File: src/rtl/sd_pkg.sv
// rtl/sd_pkg.sv - shared constants for the SD DAT0 block writer
// State encoding, result codes, CRC-status tokens and the CRC16 polynomial.
package sd_pkg;

  localparam logic [3:0] ST_IDLE  = 4'd0;
  localparam logic [3:0] ST_PRE   = 4'd1;
  localparam logic [3:0] ST_START = 4'd2;
  localparam logic [3:0] ST_DATA  = 4'd3;
  localparam logic [3:0] ST_CRC   = 4'd4;
  localparam logic [3:0] ST_ENDB  = 4'd5;
  localparam logic [3:0] ST_SWAIT = 4'd6;
  localparam logic [3:0] ST_STAT  = 4'd7;
  localparam logic [3:0] ST_BUSY  = 4'd8;
  localparam logic [3:0] ST_DONE  = 4'd9;

  typedef enum logic [1:0] {
    WSTAT_OK      = 2'd0,
    WSTAT_CRC     = 2'd1,
    WSTAT_WERR    = 2'd2,
    WSTAT_TIMEOUT = 2'd3
  } wstat_e;

  localparam logic [2:0]  TOK_ACCEPT  = 3'b010;
  localparam logic [2:0]  TOK_CRC_ERR = 3'b101;
  localparam logic [2:0]  TOK_WR_ERR  = 3'b110;

  localparam logic [15:0] CRC16_POLY  = 16'h1021;
  localparam int          DATA_BITS   = 4096;

endpackage

File: src/rtl/sd_crc16.sv
// rtl/sd_crc16.sv - bit-serial CRC16 (x^16+x^12+x^5+1), zero initial value
// clr has priority over en; one data bit is absorbed per enabled clk.
module sd_crc16 (
  input  logic        clk,
  input  logic        rstn,
  input  logic        clr,
  input  logic        en,
  input  logic        din,
  output logic [15:0] crc
);
  import sd_pkg::*;

  logic [15:0] crc_q, crc_d;
  logic        fb;

  always_comb begin
    fb    = crc_q[15] ^ din;
    crc_d = crc_q;
    if (clr) begin
      crc_d = '0;
    end else if (en) begin
      crc_d = {crc_q[14:0], 1'b0} ^ (fb ? CRC16_POLY : 16'h0000);
    end
  end

  always_ff @(posedge clk or negedge rstn) begin
    if (!rstn) begin
      crc_q <= '0;
    end else begin
      crc_q <= crc_d;
    end
  end

  assign crc = crc_q;

endmodule

File: src/rtl/sd_dat_writer.sv
// rtl/sd_dat_writer.sv - single-bit DAT0 sector writer with CRC status and busy wait
// DAT0 is driven on sdclk falls and sampled on sdclk rises, both seen through a clk-registered copy.
module sd_dat_writer #(
  parameter int BUSY_TIMEOUT = 1000000,
  parameter int STAT_TIMEOUT = 16
) (
  input  logic       clk,
  input  logic       rstn,
  input  logic       sdclk,
  input  logic       sddat0_in,
  output logic       sddat0_out,
  output logic       sddat0_oe,
  input  logic       wstart,
  output logic       wbusy,
  output logic       wdone,
  output logic [1:0] wstat,
  output logic [8:0] inaddr,
  input  logic [7:0] inbyte
);
  import sd_pkg::*;

  localparam int TMAX = (BUSY_TIMEOUT > STAT_TIMEOUT) ? BUSY_TIMEOUT : STAT_TIMEOUT;
  localparam int TW   = $clog2(TMAX + 1) + 1;

  logic          sdclkl_q, sdclkl_d;
  logic [3:0]    state_q, state_d;
  logic [11:0]   bcnt_q, bcnt_d;
  logic [TW-1:0] tcnt_q, tcnt_d;
  logic [7:0]    sr_q, sr_d;
  logic [2:0]    tok_q, tok_d;
  logic [8:0]    inaddr_q, inaddr_d;
  logic          out_q, out_d;
  logic          oe_q, oe_d;
  wstat_e        wstat_q, wstat_d;

  logic          rise, fall;
  logic          byte_load, dbit;
  logic          crc_clr, crc_en;
  logic [15:0]   crc;

  sd_crc16 u_crc (
    .clk  (clk),
    .rstn (rstn),
    .clr  (crc_clr),
    .en   (crc_en),
    .din  (dbit),
    .crc  (crc)
  );

  always_comb begin
    sdclkl_d  = sdclk;
    rise      = ~sdclkl_q & sdclk;
    fall      = sdclkl_q & ~sdclk;
    // Byte k>=1 is taken straight from inbyte for its MSB; the rest comes from the shifter.
    byte_load = (bcnt_q[2:0] == 3'd0) && (bcnt_q != 12'd0);
    dbit      = byte_load ? inbyte[7] : sr_q[7];

    state_d  = state_q;
    bcnt_d   = bcnt_q;
    tcnt_d   = tcnt_q;
    sr_d     = sr_q;
    tok_d    = tok_q;
    inaddr_d = inaddr_q;
    out_d    = out_q;
    oe_d     = oe_q;
    wstat_d  = wstat_q;
    crc_clr  = 1'b0;
    crc_en   = 1'b0;

    case (state_q)
      ST_IDLE: begin
        if (wstart) begin
          inaddr_d = '0;
          crc_clr  = 1'b1;
          bcnt_d   = '0;
          tcnt_d   = '0;
          wstat_d  = WSTAT_OK;
          state_d  = ST_PRE;
        end
      end
      ST_PRE: begin
        if (fall) begin
          oe_d   = 1'b1;
          out_d  = 1'b1;
          bcnt_d = bcnt_q + 12'd1;
          if (bcnt_q == 12'd1) begin
            bcnt_d  = '0;
            state_d = ST_START;
          end
        end
      end
      ST_START: begin
        if (fall) begin
          out_d    = 1'b0;
          sr_d     = inbyte;
          inaddr_d = 9'd1;
          bcnt_d   = '0;
          state_d  = ST_DATA;
        end
      end
      ST_DATA: begin
        if (fall) begin
          out_d  = dbit;
          crc_en = 1'b1;
          sr_d   = byte_load ? {inbyte[6:0], 1'b0} : {sr_q[6:0], 1'b0};
          if (byte_load) begin
            inaddr_d = inaddr_q + 9'd1;
          end
          bcnt_d = bcnt_q + 12'd1;
          if (bcnt_q == 12'(DATA_BITS - 1)) begin
            bcnt_d  = '0;
            state_d = ST_CRC;
          end
        end
      end
      ST_CRC: begin
        if (fall) begin
          out_d  = crc[4'd15 - bcnt_q[3:0]];
          bcnt_d = bcnt_q + 12'd1;
          if (bcnt_q == 12'd15) begin
            bcnt_d  = '0;
            state_d = ST_ENDB;
          end
        end
      end
      ST_ENDB: begin
        // First fall drives the end bit, the second releases the line.
        if (fall) begin
          out_d = 1'b1;
          if (bcnt_q == 12'd0) begin
            bcnt_d = 12'd1;
          end else begin
            oe_d    = 1'b0;
            bcnt_d  = '0;
            tcnt_d  = '0;
            state_d = ST_SWAIT;
          end
        end
      end
      ST_SWAIT: begin
        if (rise) begin
          if (!sddat0_in) begin
            bcnt_d  = '0;
            state_d = ST_STAT;
          end else if (tcnt_q == TW'(STAT_TIMEOUT - 1)) begin
            wstat_d = WSTAT_TIMEOUT;
            state_d = ST_DONE;
          end else begin
            tcnt_d = tcnt_q + TW'(1);
          end
        end
      end
      ST_STAT: begin
        if (rise) begin
          if (bcnt_q < 12'd3) begin
            tok_d  = {tok_q[1:0], sddat0_in};
            bcnt_d = bcnt_q + 12'd1;
          end else begin
            bcnt_d = '0;
            tcnt_d = '0;
            case (tok_q)
              TOK_ACCEPT: state_d = ST_BUSY;
              TOK_CRC_ERR: begin
                wstat_d = WSTAT_CRC;
                state_d = ST_DONE;
              end
              TOK_WR_ERR: begin
                wstat_d = WSTAT_WERR;
                state_d = ST_DONE;
              end
              default: begin
                wstat_d = WSTAT_WERR;
                state_d = ST_DONE;
              end
            endcase
          end
        end
      end
      ST_BUSY: begin
        if (rise) begin
          if (sddat0_in) begin
            wstat_d = WSTAT_OK;
            state_d = ST_DONE;
          end else if (tcnt_q == TW'(BUSY_TIMEOUT)) begin
            wstat_d = WSTAT_TIMEOUT;
            state_d = ST_DONE;
          end else begin
            tcnt_d = tcnt_q + TW'(1);
          end
        end
      end
      ST_DONE: state_d = ST_IDLE;
      default: state_d = ST_IDLE;
    endcase
  end

  always_ff @(posedge clk or negedge rstn) begin
    if (!rstn) begin
      sdclkl_q <= 1'b0;
      state_q  <= ST_IDLE;
      bcnt_q   <= '0;
      tcnt_q   <= '0;
      sr_q     <= '0;
      tok_q    <= '0;
      inaddr_q <= '0;
      out_q    <= 1'b1;
      oe_q     <= 1'b0;
      wstat_q  <= WSTAT_OK;
    end else begin
      sdclkl_q <= sdclkl_d;
      state_q  <= state_d;
      bcnt_q   <= bcnt_d;
      tcnt_q   <= tcnt_d;
      sr_q     <= sr_d;
      tok_q    <= tok_d;
      inaddr_q <= inaddr_d;
      out_q    <= out_d;
      oe_q     <= oe_d;
      wstat_q  <= wstat_d;
    end
  end

  assign sddat0_out = out_q;
  assign sddat0_oe  = oe_q;
  assign wbusy      = (state_q != ST_IDLE);
  assign wdone      = (state_q == ST_DONE);
  assign wstat      = wstat_q;
  assign inaddr     = inaddr_q;

endmodule

File: config.mk
export PLATFORM = sky130hd
export DESIGN_NAME = sd_dat_writer
export DESIGN_NICKNAME = d
export VERILOG_FILES = /design/src/rtl/sd_pkg.sv /design/src/rtl/sd_crc16.sv /design/src/rtl/sd_dat_writer.sv
export SDC_FILE = /design/constraint.sdc
export NUM_CORES = 1
export LEC_CHECK = 0
export CAP_MARGIN = 20
export CORE_AREA = 2 2 163 101
export DETAILED_ROUTE_END_ITERATION = 16
export DIE_AREA = 0 0 165 103
export GPL_TIMING_DRIVEN = 0
export PLACE_DENSITY = 0.59
export SLEW_MARGIN = 20
export SYNTH_ARGS = -nofsm -noshare
export SYNTH_HDL_FRONTEND = slang
export SYNTH_SLANG_ARGS = --single-unit
File: constraint.sdc
create_clock -name clk -period 2.6 [get_ports clk]
set_input_delay 0.52 -clock clk [delete_from_list [all_inputs] [get_ports clk]]
set_output_delay 0.52 -clock clk [all_outputs]
set_load 0.03 [all_outputs]
==> run_results.csv <==
group,metric,value,unit
critical_path,crit_path_end_kind,"flop",
place,place_ws,-0.753,ns
sta,layout_setup_ws,0.0513,ns
sta,max-slew-margin-rel,0.602,
power,peakVddDrop,0.421,mV
routing,drt_iter0_markers,305,
sta,whs,0.113,ns
finish,drive_above_1_share,0.203,
yosys,synth.avg_cell_area,9.57,um2
routing,wl_per_cell,16.9,um
finish,area_growth,29.7,%
cts,root_buffer,"clkbuf_16",
sta,fin_crit,2.55,ns
power,power_density,980,nW/um2
critical_path,reg2reg_depth,8,
die,fp.dieH,103,um
critical_path,crit_type,"flop to flop",
die,die_width,165,um
sta,fin_tns_setup,0,ns
sta,worstMarginPinSlew,0.593,ns
routing,drt.antenna.violating_nets,0,
yosys,ys_types,61,
outcome,status,"completed",
power,leakage,2.48,nW
sta,finalCritPeriodShare,0.980,
die,initial_core_util,0.290,
job,maxCapViolations,0,
yosys,yosysSeqAreaShare,0.429,
yosys,async_flop_share,1.00,
routing,drcViolationCount,0,
global_routing,grt_pass1_vias,3881,
die,ioPinCount,28,
yosys,synth_edf_count,0,
cts,cts_tree,"yes",
finish,fillers,1535,
yosys,ys_seq_elements,78,
yosys,ys.flop_type,"dfrtp_1",
yosys,netlist_area,4550,um2
critical_path,cp_slowest_stage_delay,0.62,ns
cts,cts_max_path_buffers,2,
power,total_power,0.00579,W
place,gp_congestion,0.857,
sta,skew,0.00678,ns
sta,rsz0062_at_grt,"true",
cts,clock_latency,0.34,ns
place,place_inst,712,
routing,first_pass_iters,5,
routing,num_vias,4122,
global_routing,grt.total_usage,0.155,
critical_path,start_kind,"flop",
cts,htree_levels,3,
hold_path,holdCritPathClass,"input port to asynchronous set/reset pin",
sta,final_max_slew_viol_count,0,
cts,numCtsBuffers,9,
sta,setup_viol,0,
critical_path,crit_path_top_delay_cell,"or4b_4",
cts,cts.sinks,78,
yosys,syn-num-nets,495,
place,hpwl,8.65,mm
place,port_buffers,26,
critical_path,r2r_setup_slack,0.05,ns
global_routing,overflow,0,
critical_path,arrival,2.80,ns
die,num_rows,36,
finish,diodes,0,
global_routing,antenna_found_initial,0,
yosys,syn_inst,476,
global_routing,grt_max_degree,50,
sta,hold_viol_final,0,
critical_path,r2r_end,"tcnt_q[15]$_DFFE_PN0P_",
finish,final_nets,547,
die,core,15700,um2
critical_path,cp_max_fo,10,
global_routing,grt_pass1_wl,20.5,mm
critical_path,critPathRequiredTime,2.85,ns
critical_path,regToRegStartpoint,"state_q[1]$_DFFE_PN0P_",
die,dieArea,17000,um2
critical_path,crit_chain,"buf_4 -> nand4b_4 -> nor4_4 -> a211o_1 -> or4b_4 -> buf_8 -> or3_4 -> o31ai_2",
finish,final_cells,741,
cts,clk_pin_slew,0.06,ns
sta,max_freq,0.392,GHz
yosys,yosysWarnings,0,
routing,via_per_inst,5.56,
routing,totalWireLength,12.5,mm
==> power breakdown <==
part	switching [W]	internal (W)
clock network	0.000515	0.000839
logic	0.00168	0.00120
registers	0.000150	0.00140
==> through the flow <==
step / instance area [um2] / utilization
after detailed placement: 5110 / 0.325
final: 5900 / 0.376
after global routing: 5900 / 0.376
after global placement: 5080 / 0.323
after CTS: 5730 / 0.365
after floorplan: 4550 / -
==> routing by layer <==
| layer | routed length (um) | GRT usage | vias up |
|---|---|---|---|
| met5 | 0 | 0 | - |
| met4 | 90 | 0.0401 | 0 |
| met3 | 688 | 0.0394 | 8 |
| met2 | 5120 | 0.204 | 125 |
| met1 | 6620 | 0.245 | 2080 |
| li1 | - | - | 1909 |
==> Yosys cell counts (11+ instances only) <==
master | instances | share of area
nor4_1 | 12 | 0.016
nand2_1 | 22 | 0.018
nand4_1 | 11 | 0.015
and3_1 | 16 | 0.022
nand3_1 | 23 | 0.025
clkbuf_1 | 12 | 0.0099
o21ai_0 | 37 | 0.041
dfrtp_1 | 77 | 0.42
a22o_1 | 23 | 0.044
nor3_1 | 11 | 0.012
inv_1 | 11 | 0.0091
nor2_1 | 37 | 0.031
a21oi_1 | 19 | 0.021
==> kinds of logic (layout without fill, tap and decap cells) <==
family,after synthesis,after routing,synth area share
AOI/OAI and AO/OA,128,128,0.190
xor gates and xnor gates,16,16,0.0308
adders and majority gates,6,6,0.0165
buffers and inverters,36,92,0.0363
DFF,78,78,0.429
muxes,20,20,0.0594
and+or+nand+nor,192,192,0.238
==> cell usage in the layout, fill, tap and decap left out, drive strengths merged, types with 11 or more instances in the layout <==
cell / Yosys / final
nand2: 22 / 22
and3: 16 / 16
dfrtp: 77 / 77
nor3: 12 / 12
nor4: 12 / 12
nand3: 23 / 23
o21ai: 39 / 39
clkdlybuf4s50: 0 / 21
inv: 11 / 12
clkbuf: 13 / 24
nand4: 11 / 11
nor2: 37 / 37
a22o: 23 / 23
a21oi: 19 / 19
buf: 12 / 28
==> critical path: cells and delay by family, from the launching register on <==
kind                   cells  cell delay [ns]
AND/OR/NAND/NOR            4             1.19
flip-flops                 1             0.47
AO/OA/AOI/OAI              2             0.42
buffers and inverters      2             0.39
==> worst max path at each step <==
stage                           startpoint                      to  slack [ns]  cells after the start
finish              state_q[1]$_DFFE_PN0P_  tcnt_q[15]$_DFFE_PN0P_        0.05                      8
CTS                  bcnt_q[0]$_DFFE_PN0P_  tcnt_q[15]$_DFFE_PN0P_       -0.07                     11
global route         bcnt_q[2]$_DFFE_PN0P_  state_q[2]$_DFFE_PN0P_       -0.03                      9
global placement                      rstn     sr_q[2]$_DFFE_PN0P_       -1.90                      1
detailed placement                   sdclk  tcnt_q[17]$_DFFE_PN0P_       -0.75                      9
floorplan            bcnt_q[0]$_DFFE_PN0P_  tcnt_q[15]$_DFFE_PN0P_        0.01                     11
==> cell type report <==
| cell class | instances | area (um2) | area share |
|---|---|---|---|
| plain buffers | 22 | 148 | 0.0250 |
| clock buffers | 10 | 229 | 0.0388 |
| clock inverters | 5 | 83.8 | 0.0142 |
| inverters | 11 | 43.8 | 0.00742 |
| multi-input cells | 362 | 2730 | 0.463 |
| flip-flops and latches | 78 | 1960 | 0.331 |
| well taps | 209 | 262 | 0.0443 |
| repair buffers | 44 | 449 | 0.0761 |
==> sequential cells by signal, summed over array words and instances (netlist names) <==
signal      cells
sddat0_oe       1
state_q         4
wstat           2
sddat0_out      1
u_crc.crc      16
sdclkl_q        1
inaddr          9
tok_q           3
sr_q            8
bcnt_q         12
tcnt_q         21
==> repair_timing <==
action,in CTS,in global routing
setup buffers,13,2
setup endpoints to repair,56,59
hold buffers,0,0
pin swaps,12,10
resized for setup,43,45
gates cloned,2,0
No activity file was read; power rests on OpenSTA's default activity.
